===== src/rtl/lsu_sized_if.sv =====
// Load/store bus bundle for lsu_sized: core-side request/response plus the
// data cache port. The slave modport is the LSU's view; master is the
// core/cache environment driving it.
interface lsu_sized_if #(
  parameter int DATA_WIDTH = 32,
  parameter int ADDR_WIDTH = 32
) ();
  localparam int BE_W = DATA_WIDTH / 8;

  // core side
  logic                  mem_req;
  logic                  mem_we;
  logic [1:0]            mem_size;
  logic                  mem_unsigned;
  logic [ADDR_WIDTH-1:0] mem_addr;
  logic [DATA_WIDTH-1:0] mem_wdata;
  logic                  mem_ready;
  logic                  mem_valid;
  logic                  mem_err;
  logic [DATA_WIDTH-1:0] mem_rdata;

  // cache side
  logic                  data_req;
  logic [ADDR_WIDTH-1:0] data_addr;
  logic                  data_we;
  logic [BE_W-1:0]       byte_enable;
  logic [DATA_WIDTH-1:0] wdata;
  logic                  data_valid;
  logic [DATA_WIDTH-1:0] rdata;

  modport slave (
    input  mem_req, mem_we, mem_size, mem_unsigned, mem_addr, mem_wdata,
    output mem_ready, mem_valid, mem_err, mem_rdata,
    output data_req, data_addr, data_we, byte_enable, wdata,
    input  data_valid, rdata
  );

  modport master (
    output mem_req, mem_we, mem_size, mem_unsigned, mem_addr, mem_wdata,
    input  mem_ready, mem_valid, mem_err, mem_rdata,
    input  data_req, data_addr, data_we, byte_enable, wdata,
    output data_valid, rdata
  );
endinterface


===== src/rtl/lsu_sized.sv =====
// lsu_sized: single-outstanding load/store unit. Aligns byte/half/word/double
// accesses onto the cache bus, holds the request until acknowledged and
// returns a sign/zero-extended load result. Misaligned or illegal-size
// accesses complete with mem_err and never reach the cache.
// Optional: define LSU_TIMEOUT_EN to abort a cache wait after TIMEOUT_CYCLES.
module lsu_sized #(
  parameter int DATA_WIDTH     = 32,
  parameter int ADDR_WIDTH     = 32,
  parameter int BYTE_EN_WIDTH  = DATA_WIDTH / 8,
  parameter int TIMEOUT_CYCLES = 255
) (
  input  logic        clk,
  input  logic        rst,
  lsu_sized_if.slave  bus
);
  localparam int OFF_W = $clog2(BYTE_EN_WIDTH);
  localparam logic [ADDR_WIDTH-1:0] LANE_MASK = ADDR_WIDTH'(BYTE_EN_WIDTH - 1);

  typedef enum logic [1:0] {IDLE, REQ, RESP} state_t;

  state_t                   state_q, state_d;
  logic                     we_q, we_d;
  logic [1:0]               size_q, size_d;
  logic                     uns_q, uns_d;
  logic [OFF_W-1:0]         off_q, off_d;
  logic                     mem_ready_q, mem_ready_d;
  logic                     mem_valid_q, mem_valid_d;
  logic                     mem_err_q, mem_err_d;
  logic [DATA_WIDTH-1:0]    mem_rdata_q, mem_rdata_d;
  logic                     data_req_q, data_req_d;
  logic [ADDR_WIDTH-1:0]    data_addr_q, data_addr_d;
  logic                     data_we_q, data_we_d;
  logic [BYTE_EN_WIDTH-1:0] be_q, be_d;
  logic [DATA_WIDTH-1:0]    wdata_q, wdata_d;

`ifdef LSU_TIMEOUT_EN
  localparam int CNT_W = $clog2(TIMEOUT_CYCLES + 1);
  logic [CNT_W-1:0] cnt_q, cnt_d;
`endif

  // Decode of the incoming request: lane offset, legality, enables, store data
  logic [OFF_W-1:0]         off_in;
  logic                     bad_in;
  logic [BYTE_EN_WIDTH-1:0] be_in;
  logic [DATA_WIDTH-1:0]    wd_in;

  always_comb begin
    off_in = bus.mem_addr[OFF_W-1:0];
    bad_in = 1'b0;
    be_in  = '1;
    wd_in  = bus.mem_wdata;
    case (bus.mem_size)
      2'd0: begin
        be_in = BYTE_EN_WIDTH'(1) << off_in;
        wd_in = {(DATA_WIDTH/8){bus.mem_wdata[7:0]}};
      end
      2'd1: begin
        bad_in = off_in[0];
        be_in  = BYTE_EN_WIDTH'(2'b11) << off_in;
        wd_in  = {(DATA_WIDTH/16){bus.mem_wdata[15:0]}};
      end
      2'd2: begin
        bad_in = (off_in[1:0] != 2'b00);
        be_in  = BYTE_EN_WIDTH'(4'b1111) << off_in;
        wd_in  = {(DATA_WIDTH/32){bus.mem_wdata[31:0]}};
      end
      default: begin
        // doubleword only exists on a 64-bit bus and must be fully aligned
        bad_in = (DATA_WIDTH != 64) || (off_in != '0);
      end
    endcase
  end

  // Load result: shift the addressed lane down, mask to size, extend
  logic [DATA_WIDTH-1:0] shifted, size_mask, load_res;
  logic                  sign_bit;

  always_comb begin
    shifted = bus.rdata >> {off_q, 3'b000};
    case (size_q)
      2'd0:    begin size_mask = DATA_WIDTH'(8'hFF);          sign_bit = shifted[7];  end
      2'd1:    begin size_mask = DATA_WIDTH'(16'hFFFF);       sign_bit = shifted[15]; end
      2'd2:    begin size_mask = DATA_WIDTH'(32'hFFFF_FFFF);  sign_bit = shifted[31]; end
      default: begin size_mask = '1;                          sign_bit = 1'b0;        end
    endcase
    load_res = (shifted & size_mask) | ((!uns_q && sign_bit) ? ~size_mask : '0);
  end

  // Next-state and next-output logic for the IDLE/REQ/RESP sequencer
  always_comb begin
    state_d     = state_q;
    we_d        = we_q;
    size_d      = size_q;
    uns_d       = uns_q;
    off_d       = off_q;
    mem_ready_d = mem_ready_q;
    mem_valid_d = 1'b0;
    mem_err_d   = mem_err_q;
    mem_rdata_d = mem_rdata_q;
    data_req_d  = data_req_q;
    data_addr_d = data_addr_q;
    data_we_d   = data_we_q;
    be_d        = be_q;
    wdata_d     = wdata_q;
`ifdef LSU_TIMEOUT_EN
    cnt_d       = cnt_q;
`endif
    case (state_q)
      IDLE: begin
        mem_ready_d = 1'b1;
        if (bus.mem_req) begin
          we_d        = bus.mem_we;
          size_d      = bus.mem_size;
          uns_d       = bus.mem_unsigned;
          off_d       = off_in;
          mem_ready_d = 1'b0;
          if (bad_in) begin
            // error completes straight away; cache outputs untouched
            state_d     = RESP;
            mem_valid_d = 1'b1;
            mem_err_d   = 1'b1;
          end else begin
            state_d     = REQ;
            data_req_d  = 1'b1;
            data_addr_d = bus.mem_addr & ~LANE_MASK;
            data_we_d   = bus.mem_we;
            be_d        = be_in;
            wdata_d     = wd_in;
`ifdef LSU_TIMEOUT_EN
            cnt_d       = '0;
`endif
          end
        end
      end
      REQ: begin
        if (bus.data_valid) begin
          state_d     = RESP;
          data_req_d  = 1'b0;
          mem_valid_d = 1'b1;
          mem_err_d   = 1'b0;
          if (!we_q) mem_rdata_d = load_res;
        end
`ifdef LSU_TIMEOUT_EN
        else if (cnt_q == CNT_W'(TIMEOUT_CYCLES - 1)) begin
          state_d     = RESP;
          data_req_d  = 1'b0;
          mem_valid_d = 1'b1;
          mem_err_d   = 1'b1;
        end else begin
          cnt_d = cnt_q + 1'b1;
        end
`endif
      end
      RESP: begin
        state_d     = IDLE;
        mem_ready_d = 1'b1;
        mem_err_d   = 1'b0;
      end
      default: state_d = IDLE;
    endcase
  end

  // State and registered outputs
  always_ff @(posedge clk) begin
    if (rst) begin
      state_q     <= IDLE;
      we_q        <= 1'b0;
      size_q      <= 2'd0;
      uns_q       <= 1'b0;
      off_q       <= '0;
      mem_ready_q <= 1'b1;
      mem_valid_q <= 1'b0;
      mem_err_q   <= 1'b0;
      mem_rdata_q <= '0;
      data_req_q  <= 1'b0;
      data_addr_q <= '0;
      data_we_q   <= 1'b0;
      be_q        <= '0;
      wdata_q     <= '0;
`ifdef LSU_TIMEOUT_EN
      cnt_q       <= '0;
`endif
    end else begin
      state_q     <= state_d;
      we_q        <= we_d;
      size_q      <= size_d;
      uns_q       <= uns_d;
      off_q       <= off_d;
      mem_ready_q <= mem_ready_d;
      mem_valid_q <= mem_valid_d;
      mem_err_q   <= mem_err_d;
      mem_rdata_q <= mem_rdata_d;
      data_req_q  <= data_req_d;
      data_addr_q <= data_addr_d;
      data_we_q   <= data_we_d;
      be_q        <= be_d;
      wdata_q     <= wdata_d;
`ifdef LSU_TIMEOUT_EN
      cnt_q       <= cnt_d;
`endif
    end
  end

  assign bus.mem_ready   = mem_ready_q;
  assign bus.mem_valid   = mem_valid_q;
  assign bus.mem_err     = mem_err_q;
  assign bus.mem_rdata   = mem_rdata_q;
  assign bus.data_req    = data_req_q;
  assign bus.data_addr   = data_addr_q;
  assign bus.data_we     = data_we_q;
  assign bus.byte_enable = be_q;
  assign bus.wdata       = wdata_q;
endmodule

===== src/flat_wrapper.sv =====
// flat-port wrapper written by rule: the top's interface ports become plain ports
module lsu_sized_flat 
#(
  parameter int DATA_WIDTH     = 32,
  parameter int ADDR_WIDTH     = 32,
  parameter int BYTE_EN_WIDTH  = DATA_WIDTH / 8,
  parameter int TIMEOUT_CYCLES = 255
)
  (clk, rst, bus_mem_req, bus_mem_we, bus_mem_size, bus_mem_unsigned, bus_mem_addr, bus_mem_wdata, bus_mem_ready, bus_mem_valid, bus_mem_err, bus_mem_rdata, bus_data_req, bus_data_addr, bus_data_we, bus_byte_enable, bus_wdata, bus_data_valid, bus_rdata);
  lsu_sized_if #(.DATA_WIDTH(DATA_WIDTH), .ADDR_WIDTH(ADDR_WIDTH)) bus_i ();
  input  logic clk;
  input  logic rst;
  input wire logic [$bits(bus_i.mem_req)-1:0] bus_mem_req;
  input wire logic [$bits(bus_i.mem_we)-1:0] bus_mem_we;
  input wire logic [$bits(bus_i.mem_size)-1:0] bus_mem_size;
  input wire logic [$bits(bus_i.mem_unsigned)-1:0] bus_mem_unsigned;
  input wire logic [$bits(bus_i.mem_addr)-1:0] bus_mem_addr;
  input wire logic [$bits(bus_i.mem_wdata)-1:0] bus_mem_wdata;
  output wire logic [$bits(bus_i.mem_ready)-1:0] bus_mem_ready;
  output wire logic [$bits(bus_i.mem_valid)-1:0] bus_mem_valid;
  output wire logic [$bits(bus_i.mem_err)-1:0] bus_mem_err;
  output wire logic [$bits(bus_i.mem_rdata)-1:0] bus_mem_rdata;
  output wire logic [$bits(bus_i.data_req)-1:0] bus_data_req;
  output wire logic [$bits(bus_i.data_addr)-1:0] bus_data_addr;
  output wire logic [$bits(bus_i.data_we)-1:0] bus_data_we;
  output wire logic [$bits(bus_i.byte_enable)-1:0] bus_byte_enable;
  output wire logic [$bits(bus_i.wdata)-1:0] bus_wdata;
  input wire logic [$bits(bus_i.data_valid)-1:0] bus_data_valid;
  input wire logic [$bits(bus_i.rdata)-1:0] bus_rdata;
  assign bus_i.mem_req = bus_mem_req;
  assign bus_i.mem_we = bus_mem_we;
  assign bus_i.mem_size = bus_mem_size;
  assign bus_i.mem_unsigned = bus_mem_unsigned;
  assign bus_i.mem_addr = bus_mem_addr;
  assign bus_i.mem_wdata = bus_mem_wdata;
  assign bus_mem_ready = bus_i.mem_ready;
  assign bus_mem_valid = bus_i.mem_valid;
  assign bus_mem_err = bus_i.mem_err;
  assign bus_mem_rdata = bus_i.mem_rdata;
  assign bus_data_req = bus_i.data_req;
  assign bus_data_addr = bus_i.data_addr;
  assign bus_data_we = bus_i.data_we;
  assign bus_byte_enable = bus_i.byte_enable;
  assign bus_wdata = bus_i.wdata;
  assign bus_i.data_valid = bus_data_valid;
  assign bus_i.rdata = bus_rdata;
  lsu_sized #(.DATA_WIDTH(DATA_WIDTH), .ADDR_WIDTH(ADDR_WIDTH), .BYTE_EN_WIDTH(BYTE_EN_WIDTH), .TIMEOUT_CYCLES(TIMEOUT_CYCLES)) u_core (.clk(clk), .rst(rst), .bus(bus_i));
endmodule

===== config.mk =====
export PLATFORM = sky130hd
export DESIGN_NAME = lsu_sized_flat
export DESIGN_NICKNAME = d
export VERILOG_FILES = /design/src/rtl/lsu_sized_if.sv /design/src/rtl/lsu_sized.sv /design/src/flat_wrapper.sv
export SDC_FILE = /design/constraint.sdc
export NUM_CORES = 1
export LEC_CHECK = 0
export CAP_MARGIN = 20
export CORE_ASPECT_RATIO = 0.5
export CORE_MARGIN = 5
export CORE_UTILIZATION = 38
export DETAILED_ROUTE_END_ITERATION = 10
export HOLD_SLACK_MARGIN = 0.05
export PLACE_DENSITY = 0.82
export SETUP_SLACK_MARGIN = 0.5
export SLEW_MARGIN = 20
export SYNTH_ARGS = -nofsm -noshare
export SYNTH_HDL_FRONTEND = slang
export SYNTH_SLANG_ARGS = --single-unit

===== constraint.sdc =====
create_clock -name clk -period 5.9 [get_ports clk]
set_input_delay 0.885 -clock clk [delete_from_list [all_inputs] [get_ports clk]]
set_output_delay 0.885 -clock clk [all_outputs]
set_load 0.01 [all_outputs]

## Word-level counts from Yosys, hierarchy flattened

Index checks and enable logic that the tools add are counted.

- Eq/ne operators: 10
- Bitwise operators: 5
- Shift operators: 4
- Mux-type cells: 23
- Reductions and logical operators: 15

Operators by type and width:

| kind | count |
|---|---|
| $pmux 32 s2 | 2 |
| $and 32x32->32 | 1 |
| $mux 32 | 1 |
| $not 32->32 | 1 |
| $or 32x32->32 | 1 |
| $shr 32x5->32 | 1 |
| $pmux 4 s3 | 1 |
| $mux 1 | 9 |
| $pmux 1 s3 | 3 |
| $reduce_and 4->1 | 2 |
| $eq 2x1->1 const B | 3 |
| $eq 2x2->1 const B | 3 |
| $logic_not 2->1 | 3 |
| $mux 2 | 3 |
| $ne 2x2->1 const B | 3 |
| $pmux 1 s2 | 3 |
| $reduce_and 3->1 | 2 |
| $reduce_bool 2->1 | 3 |
| $pmux 2 s2 | 1 |
| $reduce_and 2->1 | 2 |
| $shl 1x2->4 const A | 1 |
| $shl 2x2->4 const A | 1 |
| $shl 4x2->4 const A | 1 |
| $reduce_bool 3->1 | 1 |
| 4 further kinds | 5 |

- Register bits after elaboration: 111
- Logic and storage cells: 71

## Longest topological paths before layout

- Word-level depth: 5
- Gate-level depth with buffers: 9

## Worst setup path after synthesis

OpenSTA, ideal clock, no wires.

- Kind: input-to-reg
- From: input bus_mem_size[1]
- To: register u_core.wdata_q[8] (netlist: u_core.bus.wdata[8])
- Arrival time: 2244 ps
- Slack: 3569 ps
- Setup time: 87 ps
- Stages on the path: 9
- Buffers on the path: 3
- Cells stage by stage: inv_1 -> ha_1 -> buf_2 -> or3_1 -> a21oi_1 -> buf_4 -> buf_6 -> nor2_1 -> a211oi_1

- Cells in the longest elaborated chain, start to end: 4

RTL lines:

| item | line | text |
|---|---|---|
| start: declaration | flat_wrapper.sv:15 | `input wire logic [$bits(bus_i.mem_size)-1:0] bus_mem_size;` |
| $eq 2x2->1 (tied with other cells) | lsu_sized.sv:52 | `case (bus.mem_size)` |
| $pmux 1 s3 | lsu_sized.sv:52 |  |
| $not 1->1 (no line) | n/a |  |
| $reduce_and 3->1 (no line) | n/a |  |
| end signal: assignment | lsu_sized.sv:197 | `wdata_q <= wdata_d;` |
| end: declaration | lsu_sized.sv:34 | `logic [DATA_WIDTH-1:0] wdata_q, wdata_d;` |

Several ways; a longest one is shown, not always the timed one.
A chain may end at the register's enable or synchronous reset.

## Worst setup path after layout

- From: input bus_mem_size[1]
- To: register u_core.wdata_q[18] (netlist: u_core.bus.wdata[18])

The elaborated chain is that of the path after synthesis.

==> metrics.txt <==
GR Util All Layers 19.2%; post-synthesis register bit count 111; Vias 4,856; dpl cells 926; post-synthesis adder-cell area fraction 2.03%; initial DRC count 356; worst slew pin tran 1.16 ns; register area 2220 um^2; Synth Flop Type dfxtp_1; critical path startpoint bus_mem_size[1]; I/O pin cnt 209; # setup viols final 0; vias in the first global route 4,683; final hold violation count 0; first-pass GRT wire length 24.5 mm; TNS Setup 0 ns; Worst VDD drop 0.000125 V; fin cells 941; FP Rows 29; Logic pwr share 24.9%; R2R setup slack 3.07 ns; drc violations 0; ratio of cells with drive above 1 in the final layout 6.23%; Pwr per Cell Area 266 nW/um^2; Power Total 1.95 mW; R2R Path End u_core.bus.mem_rdata[31]$_SDFFE_PP0P_; synth warn 0; # Max-Cap Violations 0; slowest CP cell a21oi_4; main combinational cell family by area after synthesis compound AO/OA/AOI/OAI gates; TritonCTS clock tree yes; core area 12,700 um^2; Slew Limit Fails 0; Mapped Area 4930 um^2; Hold Path End u_core.bus.data_addr[25]$_SDFFE_PP0P_; Hold Path Stages 2; number of port buffers 206; post_cts resized 0; P_int 1.40 mW; Multi-input gate area 2470 um^2; Clock Power Share 31.2%; R2R cell count 7; reg-to-reg critical path startpoint u_core.state_q[1]$_SDFFE_PP0P_; gpl congestion 0.860; fin crit period 3.78 ns; routed length per placed instance 16.4 um; Synth Area in Simple Gates 19.0%; post-route cell area 7320 um^2; Sw Share 28.1%; Post-synth EDFFs 0; Synth Instances 595; Synth Area in Compound Gates 23.0%; Yosys cell types 46; Root Driver clkbuf_16; Area Growth Syn to Fin 48.5%; CTS buffer count 9; largest net degree at the start of global routing 108; syn avg cell area 8.29 um^2; Post-Synth XOR/XNOR Area 0%; P_leak 2.54 nW; Layout Skew 0.0105 ns; number of fill cells in the layout 1,133; Die W 171 um; Worst setup EP type flop; sequential area share after synthesis 45.1%; asr flop ratio synth 0%; fin util 57.7%; Final ANT Viol Nets 0; First-pass DRT Iterations 5; H-tree levels 3; most frequent cells in the layout clkdlybuf4s50_1, nand2_1, dfxtp_1; ant diodes 0; crit path cell chain clkdlybuf4s50_1 -> inv_1 -> ha_1 -> or3_1 -> a21oi_4 -> buf_4 -> nor2_1 -> a311oi_1; height of the die 90.6 um; commonest non-fill, non-tap cell in the layout clkdlybuf4s50_1; Post-layout nets 879; worst path required time 6.14 ns; Max Root-Sink Buffers 2; CP peak stage delay 0.64 ns; critical path type in2reg; Critical Path AT 4.02 ns; CTS Sinks 111; Initial Util 38.8%; f_max 265 MHz; multiplexer share of the synthesized area 5.33%; unrepaired setup endpoints after global routing no; DP Wirelength 11.3 mm; Worst-Skew Late Latency 0.34 ns; Vias/cell 5.16; Reg power frac 43.9%; area post-placement 7010 um^2; Net Sw Power 0.548 mW; status finished, final reports clean; DIE AREA 15,500 um^2; Hold Path Class reg2reg; final wirelength 15.4 mm; hold buffer count at CTS 0; HP Start u_core.bus.data_addr[25]$_SDFFE_PP0P_; final period utilization 64.0%; initial antenna violation count 0; startpoint types primary input; post-CTS setup buffer count 0; Remaining Overflow, GRT 0; largest fanout on the critical path 53; Worst slew margin 22.4%; clock-pin slew on the worst setup and hold paths 0.08 ns
-- layout make-up --
class	instances	area share, %
Multi-Input combinational cell	428	33.7
Sequential cell	111	30.3
Timing Repair Buffer	210	28.6
Clock buffer	10	3.26
Tap cell	170	2.90
Clock inverter	5	0.803
Inverter	7	0.359
-- power by group through the flow --
stage               registers [mW]  clock network (mW)  logic [mW]
global placement             0.870                   0       0.474
CTS                          0.855               0.628       0.486
detailed placement           0.871                   0       0.484
floorplan                    0.890                   0       0.222
global route                 0.863               0.658       0.527
finish                       0.855               0.608       0.484
-- routing by layer --
metal / up-vias / GRT usage (%) / wire length, um
met5: - / 0 / 0
met4: 0 / 6.33 / 267
met3: 19 / 3.94 / 1040
met2: 153 / 33.6 / 7720
met1: 2270 / 23.6 / 6390
li1: 2414 / - / -
-- cell families (layout without fill, tap and decap cells) --
kind of cell	Yosys count	after routing
buffers and inverters	57	232
adder cells (fa/ha/maj)	8	8
other	1	2
flip-flops	111	111
AO/OA/AOI/OAI	166	166
multiplexers	25	25
AND/OR/NAND/NOR	227	227
-- cells in the mapped netlist, types with 2 or more instances --
library cell  instances  area [um^2]
clkbuf_1             27          101
nor2_1               60          225
nand2_1             133          499
mux2i_1              17          170
mux2_2                7         78.8
buf_2                14         70.1
a21oi_1              70          350
buf_6                 3         33.8
buf_4                 5         37.5
o2bb2ai_1             7         61.3
nor2b_1               4         25.0
dfxtp_1             111         2220
nor3_1               12         60.1
a311oi_1              9         78.8
or3_1                 2         12.5
a211oi_2             10          125
nor4_1                4         25.0
o21ai_0              14         70.1
a22o_1                8         70.1
o211ai_1              7         52.6
inv_1                 6         22.5
o21ai_1               2         10.0
a211oi_1             24          180
o22ai_1               8         50.1
ha_1                  8          100
nand2b_1              3         18.8
-- stage by stage --
| stage | worst slack (ns) | hold WS (ns) |
|---|---|---|
| finish | 2.12 | 0.453 |
| global route | 1.89 | 0.476 |
| global placement | 1.92 | 0.442 |
| floorplan | 3.57 | 0.440 |
| detailed placement | 1.79 | 0.446 |
| CTS | 2.15 | 0.455 |
-- registers in the layout, summed over array words and instances, names as in the netlist, 2 cells and up --
| name | count |
|---|---|
| u_core.size_q | 2 |
| u_core.state_q | 2 |
| u_core.bus.mem_rdata | 32 |
| u_core.bus.wdata | 32 |
| u_core.bus.byte_enable | 4 |
| u_core.bus.data_addr | 30 |
| u_core.off_q | 2 |
-- how the worst max path moves through the flow --
stage	cells after the start	end
after global routing	8	u_core.bus.wdata[20]$_SDFFE_PP0P_
after global placement	8	u_core.bus.wdata[21]$_SDFFE_PP0P_
after floorplan	9	u_core.bus.wdata[8]$_SDFFE_PP0P_
after detailed placement	8	u_core.bus.wdata[18]$_SDFFE_PP0P_
after CTS	8	u_core.bus.wdata[18]$_SDFFE_PP0P_
final	8	u_core.bus.wdata[18]$_SDFFE_PP0P_
-- critical path, delay by kind of cell --
family | cells | cell delay (ns)
buffers and inverters | 3 | 1.17
AOI/OAI and AO/OA | 2 | 0.93
and+or+nand+nor | 2 | 0.59
adders and majority gates | 1 | 0.41
Power figures use the tool's default switching activity.
